[config.mk]
export PLATFORM = sky130hd
export DESIGN_NAME = mole_game_engine_flat
export DESIGN_NICKNAME = d
export VERILOG_FILES = /design/src/rtl/mole_game_if.sv /design/src/rtl/mole_game_engine.sv /design/src/flat_wrapper.sv
export SDC_FILE = /design/constraint.sdc
export NUM_CORES = 1
export LEC_CHECK = 0
export ABC_AREA = 0
export CAP_MARGIN = 20
export CORE_ASPECT_RATIO = 1.5
export CORE_MARGIN = 10
export CORE_UTILIZATION = 56
export CTS_BUF_LIST = sky130_fd_sc_hd__clkbuf_8
export CTS_CLUSTER_DIAMETER = 40
export DETAILED_ROUTE_END_ITERATION = 8
export PLACE_DENSITY = 0.76
export SLEW_MARGIN = 20
export SYNTH_ARGS = -nofsm -noshare
export SYNTH_HDL_FRONTEND = slang
export SYNTH_SLANG_ARGS = --single-unit
[constraint.sdc]
create_clock -name clk -period 7.5 [get_ports clk]
set_clock_uncertainty 0.05 [all_clocks]
set_input_delay 1.5 -clock clk [delete_from_list [all_inputs] [get_ports clk]]
set_output_delay 1.5 -clock clk [all_outputs]
set_load 0.02 [all_outputs]
[src/rtl/mole_game_if.sv]
// Game I/O bundle: start and switch inputs in, mole LEDs and score/time display values out.
// The engine connects through the slave modport; the board or bench drives the master side.
interface mole_game_if #(
  parameter int N_HOLES = 16,
  parameter int SCORE_W = 8,
  parameter int TIME_W  = 8
);
  logic               start;
  logic [N_HOLES-1:0] sw;
  logic [N_HOLES-1:0] LED;
  logic [SCORE_W-1:0] score;
  logic [TIME_W-1:0]  time_left;
  logic               playing;
  logic               game_over;

  modport master (
    output start, sw,
    input  LED, score, time_left, playing, game_over
  );

  modport slave (
    input  start, sw,
    output LED, score, time_left, playing, game_over
  );
endinterface

[src/rtl/mole_game_engine.sv]
// Whack-a-mole core: game timer, no-repeat mole placement, whack detection and saturating score.
// Every output comes straight from a register, so switch inputs never reach an output combinationally.
module mole_game_engine #(
  parameter int          N_HOLES      = 16,
  parameter int          CLK_HZ       = 100000000,
  parameter int          GAME_SECONDS = 30,
  parameter int          MOLE_CYCLES  = 75000000,
  parameter int          GAP_CYCLES   = 25000000,
  parameter int          SCORE_W      = 8,
  parameter int          TIME_W       = 8,
  parameter int          MISS_PENALTY = 0,
  parameter logic [15:0] LFSR_SEED    = 16'hACE1
) (
  input  logic       clk,
  input  logic       reset,
  mole_game_if.slave bus
);
  localparam int HOLE_W = $clog2(N_HOLES);
  localparam int SEC_W  = (CLK_HZ > 1) ? $clog2(CLK_HZ) : 1;
  localparam int MOLE_W = (MOLE_CYCLES > 1) ? $clog2(MOLE_CYCLES) : 1;
  localparam int GAP_W  = (GAP_CYCLES > 1) ? $clog2(GAP_CYCLES) : 1;

  typedef enum logic [2:0] {IDLE, SPAWN, UP, GAP, OVER} state_t;

  state_t             state, next_state;
  logic [15:0]        lfsr, lfsr_nxt;
  logic [N_HOLES-1:0] sw_p0, sw_p1, sw_p2;
  logic [N_HOLES-1:0] led, led_nxt;
  logic [SCORE_W-1:0] score, score_nxt;
  logic [TIME_W-1:0]  time_left, time_nxt;
  logic               playing, playing_nxt;
  logic               game_over, game_over_nxt;
  logic [SEC_W-1:0]   sec_cnt, sec_nxt;
  logic [MOLE_W-1:0]  mole_cnt, mole_nxt;
  logic [GAP_W-1:0]   gap_cnt, gap_nxt;
  logic [HOLE_W-1:0]  prev_hole, prev_nxt;
  logic [HOLE_W-1:0]  idx, hole;
  logic [N_HOLES-1:0] strike;
  logic               hit, miss, active, tick, game_end, mole_done, gap_done;

  function automatic logic [SCORE_W-1:0] sat_inc(input logic [SCORE_W-1:0] v);
    return (&v) ? v : v + SCORE_W'(1);
  endfunction

  function automatic logic [SCORE_W-1:0] sat_dec(input logic [SCORE_W-1:0] v);
    return (v == '0) ? v : v - SCORE_W'(1);
  endfunction

  // Galois form, taps 16,14,13,11
  assign lfsr_nxt = {1'b0, lfsr[15:1]} ^ (lfsr[0] ? 16'hB400 : 16'h0000);

  // A repeat of the previous hole is nudged to its neighbour so the same mole never appears twice running
  assign idx  = HOLE_W'(lfsr[7:0] % 8'(N_HOLES));
  assign hole = (idx != prev_hole) ? idx :
                (idx == HOLE_W'(N_HOLES - 1)) ? '0 : idx + HOLE_W'(1);

  // Either switch direction counts as a strike
  assign strike    = sw_p1 ^ sw_p2;
  assign hit       = |(strike & led);
  assign miss      = |(strike & ~led);
  assign active    = (state == SPAWN) || (state == UP) || (state == GAP);
  assign tick      = active && (sec_cnt == SEC_W'(CLK_HZ - 1));
  assign game_end  = tick && (time_left == TIME_W'(1));
  assign mole_done = (mole_cnt == MOLE_W'(MOLE_CYCLES - 1));
  assign gap_done  = (gap_cnt == GAP_W'(GAP_CYCLES - 1));

  always_ff @(posedge clk or posedge reset) begin
    if (reset) state <= IDLE;
    else       state <= next_state;
  end

  always_comb begin
    next_state = state;
    unique case (state)
      IDLE, OVER: if (bus.start) next_state = SPAWN;
      SPAWN:      next_state = game_end ? OVER : UP;
      UP: begin
        if (game_end)              next_state = OVER;
        else if (hit || mole_done) next_state = GAP;
      end
      GAP: begin
        if (game_end)      next_state = OVER;
        else if (gap_done) next_state = SPAWN;
      end
      default:    next_state = IDLE;
    endcase
  end

  always_comb begin
    led_nxt       = led;
    score_nxt     = score;
    time_nxt      = time_left;
    sec_nxt       = sec_cnt;
    mole_nxt      = mole_cnt;
    gap_nxt       = gap_cnt;
    prev_nxt      = prev_hole;
    playing_nxt   = (next_state == SPAWN) || (next_state == UP) || (next_state == GAP);
    game_over_nxt = (next_state == OVER);
    if (active) begin
      sec_nxt = tick ? '0 : sec_cnt + SEC_W'(1);
      if (tick) time_nxt = time_left - TIME_W'(1);
    end
    unique case (state)
      IDLE, OVER: begin
        if (bus.start) begin
          score_nxt = '0;
          time_nxt  = TIME_W'(GAME_SECONDS);
          sec_nxt   = '0;
        end
      end
      SPAWN: begin
        if (!game_end) begin
          led_nxt  = N_HOLES'(1) << hole;
          prev_nxt = hole;
          mole_nxt = '0;
        end
      end
      UP: begin
        mole_nxt = mole_cnt + MOLE_W'(1);
        // Game end wins over anything struck on the same edge
        if (game_end) begin
          led_nxt = '0;
        end else if (hit) begin
          score_nxt = sat_inc(score);
          led_nxt   = '0;
          gap_nxt   = '0;
        end else begin
          if (miss && (MISS_PENALTY != 0)) score_nxt = sat_dec(score);
          if (mole_done) begin
            led_nxt = '0;
            gap_nxt = '0;
          end
        end
      end
      GAP:     gap_nxt = gap_cnt + GAP_W'(1);
      default: led_nxt = '0;
    endcase
  end

  always_ff @(posedge clk or posedge reset) begin
    if (reset) begin
      lfsr      <= LFSR_SEED;
      sw_p0     <= '0;
      sw_p1     <= '0;
      sw_p2     <= '0;
      led       <= '0;
      score     <= '0;
      time_left <= TIME_W'(GAME_SECONDS);
      playing   <= 1'b0;
      game_over <= 1'b0;
      sec_cnt   <= '0;
      mole_cnt  <= '0;
      gap_cnt   <= '0;
      prev_hole <= '0;
    end else begin
      lfsr      <= lfsr_nxt;
      sw_p0     <= bus.sw;
      sw_p1     <= sw_p0;
      sw_p2     <= sw_p1;
      led       <= led_nxt;
      score     <= score_nxt;
      time_left <= time_nxt;
      playing   <= playing_nxt;
      game_over <= game_over_nxt;
      sec_cnt   <= sec_nxt;
      mole_cnt  <= mole_nxt;
      gap_cnt   <= gap_nxt;
      prev_hole <= prev_nxt;
    end
  end

  assign bus.LED       = led;
  assign bus.score     = score;
  assign bus.time_left = time_left;
  assign bus.playing   = playing;
  assign bus.game_over = game_over;
endmodule

[src/flat_wrapper.sv]
// flat-port wrapper written by rule: the top's interface ports become plain ports
module mole_game_engine_flat 
#(
  parameter int          N_HOLES      = 16,
  parameter int          CLK_HZ       = 100000000,
  parameter int          GAME_SECONDS = 30,
  parameter int          MOLE_CYCLES  = 75000000,
  parameter int          GAP_CYCLES   = 25000000,
  parameter int          SCORE_W      = 8,
  parameter int          TIME_W       = 8,
  parameter int          MISS_PENALTY = 0,
  parameter logic [15:0] LFSR_SEED    = 16'hACE1
)
  (clk, reset, bus_start, bus_sw, bus_LED, bus_score, bus_time_left, bus_playing, bus_game_over);
  mole_game_if #(.N_HOLES(N_HOLES), .SCORE_W(SCORE_W), .TIME_W(TIME_W)) bus_i ();
  input  logic clk;
  input  logic reset;
  input wire logic [$bits(bus_i.start)-1:0] bus_start;
  input wire logic [$bits(bus_i.sw)-1:0] bus_sw;
  output wire logic [$bits(bus_i.LED)-1:0] bus_LED;
  output wire logic [$bits(bus_i.score)-1:0] bus_score;
  output wire logic [$bits(bus_i.time_left)-1:0] bus_time_left;
  output wire logic [$bits(bus_i.playing)-1:0] bus_playing;
  output wire logic [$bits(bus_i.game_over)-1:0] bus_game_over;
  assign bus_i.start = bus_start;
  assign bus_i.sw = bus_sw;
  assign bus_LED = bus_i.LED;
  assign bus_score = bus_i.score;
  assign bus_time_left = bus_i.time_left;
  assign bus_playing = bus_i.playing;
  assign bus_game_over = bus_i.game_over;
  mole_game_engine #(.N_HOLES(N_HOLES), .CLK_HZ(CLK_HZ), .GAME_SECONDS(GAME_SECONDS), .MOLE_CYCLES(MOLE_CYCLES), .GAP_CYCLES(GAP_CYCLES), .SCORE_W(SCORE_W), .TIME_W(TIME_W), .MISS_PENALTY(MISS_PENALTY), .LFSR_SEED(LFSR_SEED)) u_core (.clk(clk), .reset(reset), .bus(bus_i));
endmodule
==> results.ini <==
[run_status]
outcome=finished clean

[setup_path]
startpoint_type=register
rrSetupSlack_ps=4180
crit_slowest_cell=nor4_2
crit_family=simple AND/OR/NAND/NOR gates
cp_num_buf_inv=0
path_cells=nor4_1, nand4b_1, nor4_2, or4b_2, nor3_1, a32o_1
required_ps=7820
path_class=reg2reg
worst-path-max-fanout=23
crit_arrival_ps=3650
cp-end-kind=register
max_stage_delay_ps=790

[yosys]
synth_seq_cells=184
synth_edf_count=0
yosysWarnings=0
synth_flop_cell=dfrtp_1
yosysMostFrequentCell=dfrtp_1
syn_nets=775
async_reset_ff_share_pct=100
synth_cells=749
post-synth-top-area-cell=dfrtp_1
syn_area_mm2=0.00794
synth_area_per_cell_um2=10.6
synth_common_cells=172 x dfrtp_1, 86 x nand2_1, 70 x nor2_1, 58 x o21ai_0, 50 x nand3_1
synth_area_leaders=dfrtp_1 54%, xor2_1 5.2%, nand2_1 4.1%, dfstp_2 4.0%, o21ai_0 3.7%
seq_area_frac_synth_pct=58.2
netlist.area_leader.share_pct=54.2
synth.distinct_cells=56

[routing]
drtIter0Drc=331
ant_nets=0
drtPass1Iterations=8
routedWlPerCell_um=16.4
drt_wl_total_um=16500
vias_per_cell=5.74
drc_errors=0
vias=5776

[die]
initial_core_util_pct=56.8
num_rows=53
die_width_um=117
die_area_mm2=0.0194
core_area_mm2=0.0140
top_level_ports=53
die_h_um=166

[hold_path]
min_path_type=reg2reg

[finish]
antenna_cells=0
nFillCells=1109
drive_above_1_share_pct=7.62
regArea_mm2=0.00462
multiInputGateArea_mm2=0.00319
area_growth_syn_to_layout_pct=13.5
finalNetCount=827
fin_area_mm2=0.00901

[power]
p_per_area_mw_per_mm2=213
clkPwrFrac_pct=32.3
p_int_uw=1370
p_sw_uw=546
pwr-share-comb_pct=10.3
sw_frac_of_total_pct=28.4
peakVddDrop_uv=128
p_leak_uw=0.00377
p_seq_share_pct=57.5

[sta]
relSlewSlack_pct=32.7
max_clock_freq_ghz=0.301
finalMaxSlewViolations=0
rsz0062_at_grt=no
tightestPinTransition_ps=1000
period_share_pct=44.3
hold_viol=0
fin_crit_ps=3320
finalSetupViolCount=0
tns_ps=0

[flow_run]
max_cap_violations=0

[placement]
portBuffers=52
placed_area_mm2=0.00865
dp_hpwl_um=11600
place_congestion=0.860

[global_routing]
grt.overflow.total=0
grt_pass1_vias=5860
grt_max_degree=106
antenna_found_initial=0
grt_pass1_wl_um=28200
gr-usage-all-layers_pct=18.0

[clocking]
clk_pin_slew_ps=90
numCtsBuffers=17
cts_max_path_buffers=2
cts_root_buf=clkbuf_8
cts.hold.buffers_added=0
cts_tree=done
post_cts_buffers=0
clock_sinks=184
cts_resized=0
htree_levels=4
worstSkewPairLatency_ps=480

-- area by class of cell --
cell class,instances,share of cell area (%)
Sequential cell,184,51.3
Multi-Input combinational cell,531,35.4
Timing Repair Buffer,56,6.15
Clock buffer,18,2.75
Tap cell,192,2.67
Clock inverter,14,1.28
Inverter,11,0.514
-- cell usage in the layout, fill, tap and decap left out, drive strengths merged, types with 12 or more instances in the layout --
cell type	n
a21oi	15
nor4	17
dfrtp	172
inv	19
nor3	16
dfstp	12
xor2	47
or3	12
clkbuf	18
nand4	22
and3	13
nand3	50
nand2	86
xnor2	23
nor2	70
clkdlybuf4s50	52
o21ai	58
-- layer usage --
metal	routed length, um	GRT usage (%)
met5	0	0
met3	444	3.04
met4	310	7.34
met1	6860	21.2
met2	8920	31.1
-- sequential cells by signal, summed over array words and instances (netlist names) --
register              flops
u_core.sw_p0             16
u_core.state              3
u_core.sec_cnt           27
u_core.prev_hole          4
u_core.bus.LED           16
u_core.sw_p2             16
u_core.bus.playing        1
u_core.bus.score          8
u_core.bus.time_left      8
u_core.gap_cnt           25
u_core.mole_cnt          27
u_core.lfsr              16
u_core.sw_p1             16
u_core.bus.game_over      1
-- power by group through the flow --
stage,registers [uW],logic (uW),clock network (uW)
6_report,1100,197,619
5_1_grt,1110,223,676
4_1_cts,1100,200,634
3_5_place_dp,1120,200,0
3_3_place_gp,1120,192,0
2_1_floorplan,1120,125,0
-- per-stage QoR --
step	cells	util (%)	hold slack (ps)	total power, uW	setup WS, ps
2_1_floorplan	749	-	281	1240	969
3_3_place_gp	974	61.8	282	1310	3760
3_5_place_dp	974	61.8	287	1320	3700
4_1_cts	1006	64.4	309	1940	4160
5_1_grt	1006	64.4	319	2010	3870
6_report	1006	64.4	306	1920	4180
-- cell families after synthesis --
| group | Yosys count | share of synthesized area, % |
|---|---|---|
| and+or+nand+nor | 337 | 21.9 |
| DFF | 184 | 58.2 |
| AOI/OAI and AO/OA | 108 | 8.14 |
| xor gates and xnor gates | 70 | 7.72 |
| buffers and inverters | 34 | 1.76 |
| muxes | 9 | 1.18 |
| adders and majority gates | 7 | 1.10 |
-- worst paths after layout --
path,startpoint,cells after the start,end
worst min-delay path,u_core.lfsr[8],0,u_core.lfsr[7]
worst min register to register,u_core.lfsr[8],0,u_core.lfsr[7]
max in group asynchronous,reset,3,u_core.sec_cnt[11]
worst max register to register,u_core.bus.time_left[6],6,u_core.bus.LED[6]
min in group asynchronous,reset,2,u_core.gap_cnt[22]
worst max-delay path,u_core.bus.time_left[6],6,u_core.bus.LED[6]
(Power assumes the default switching activity.)
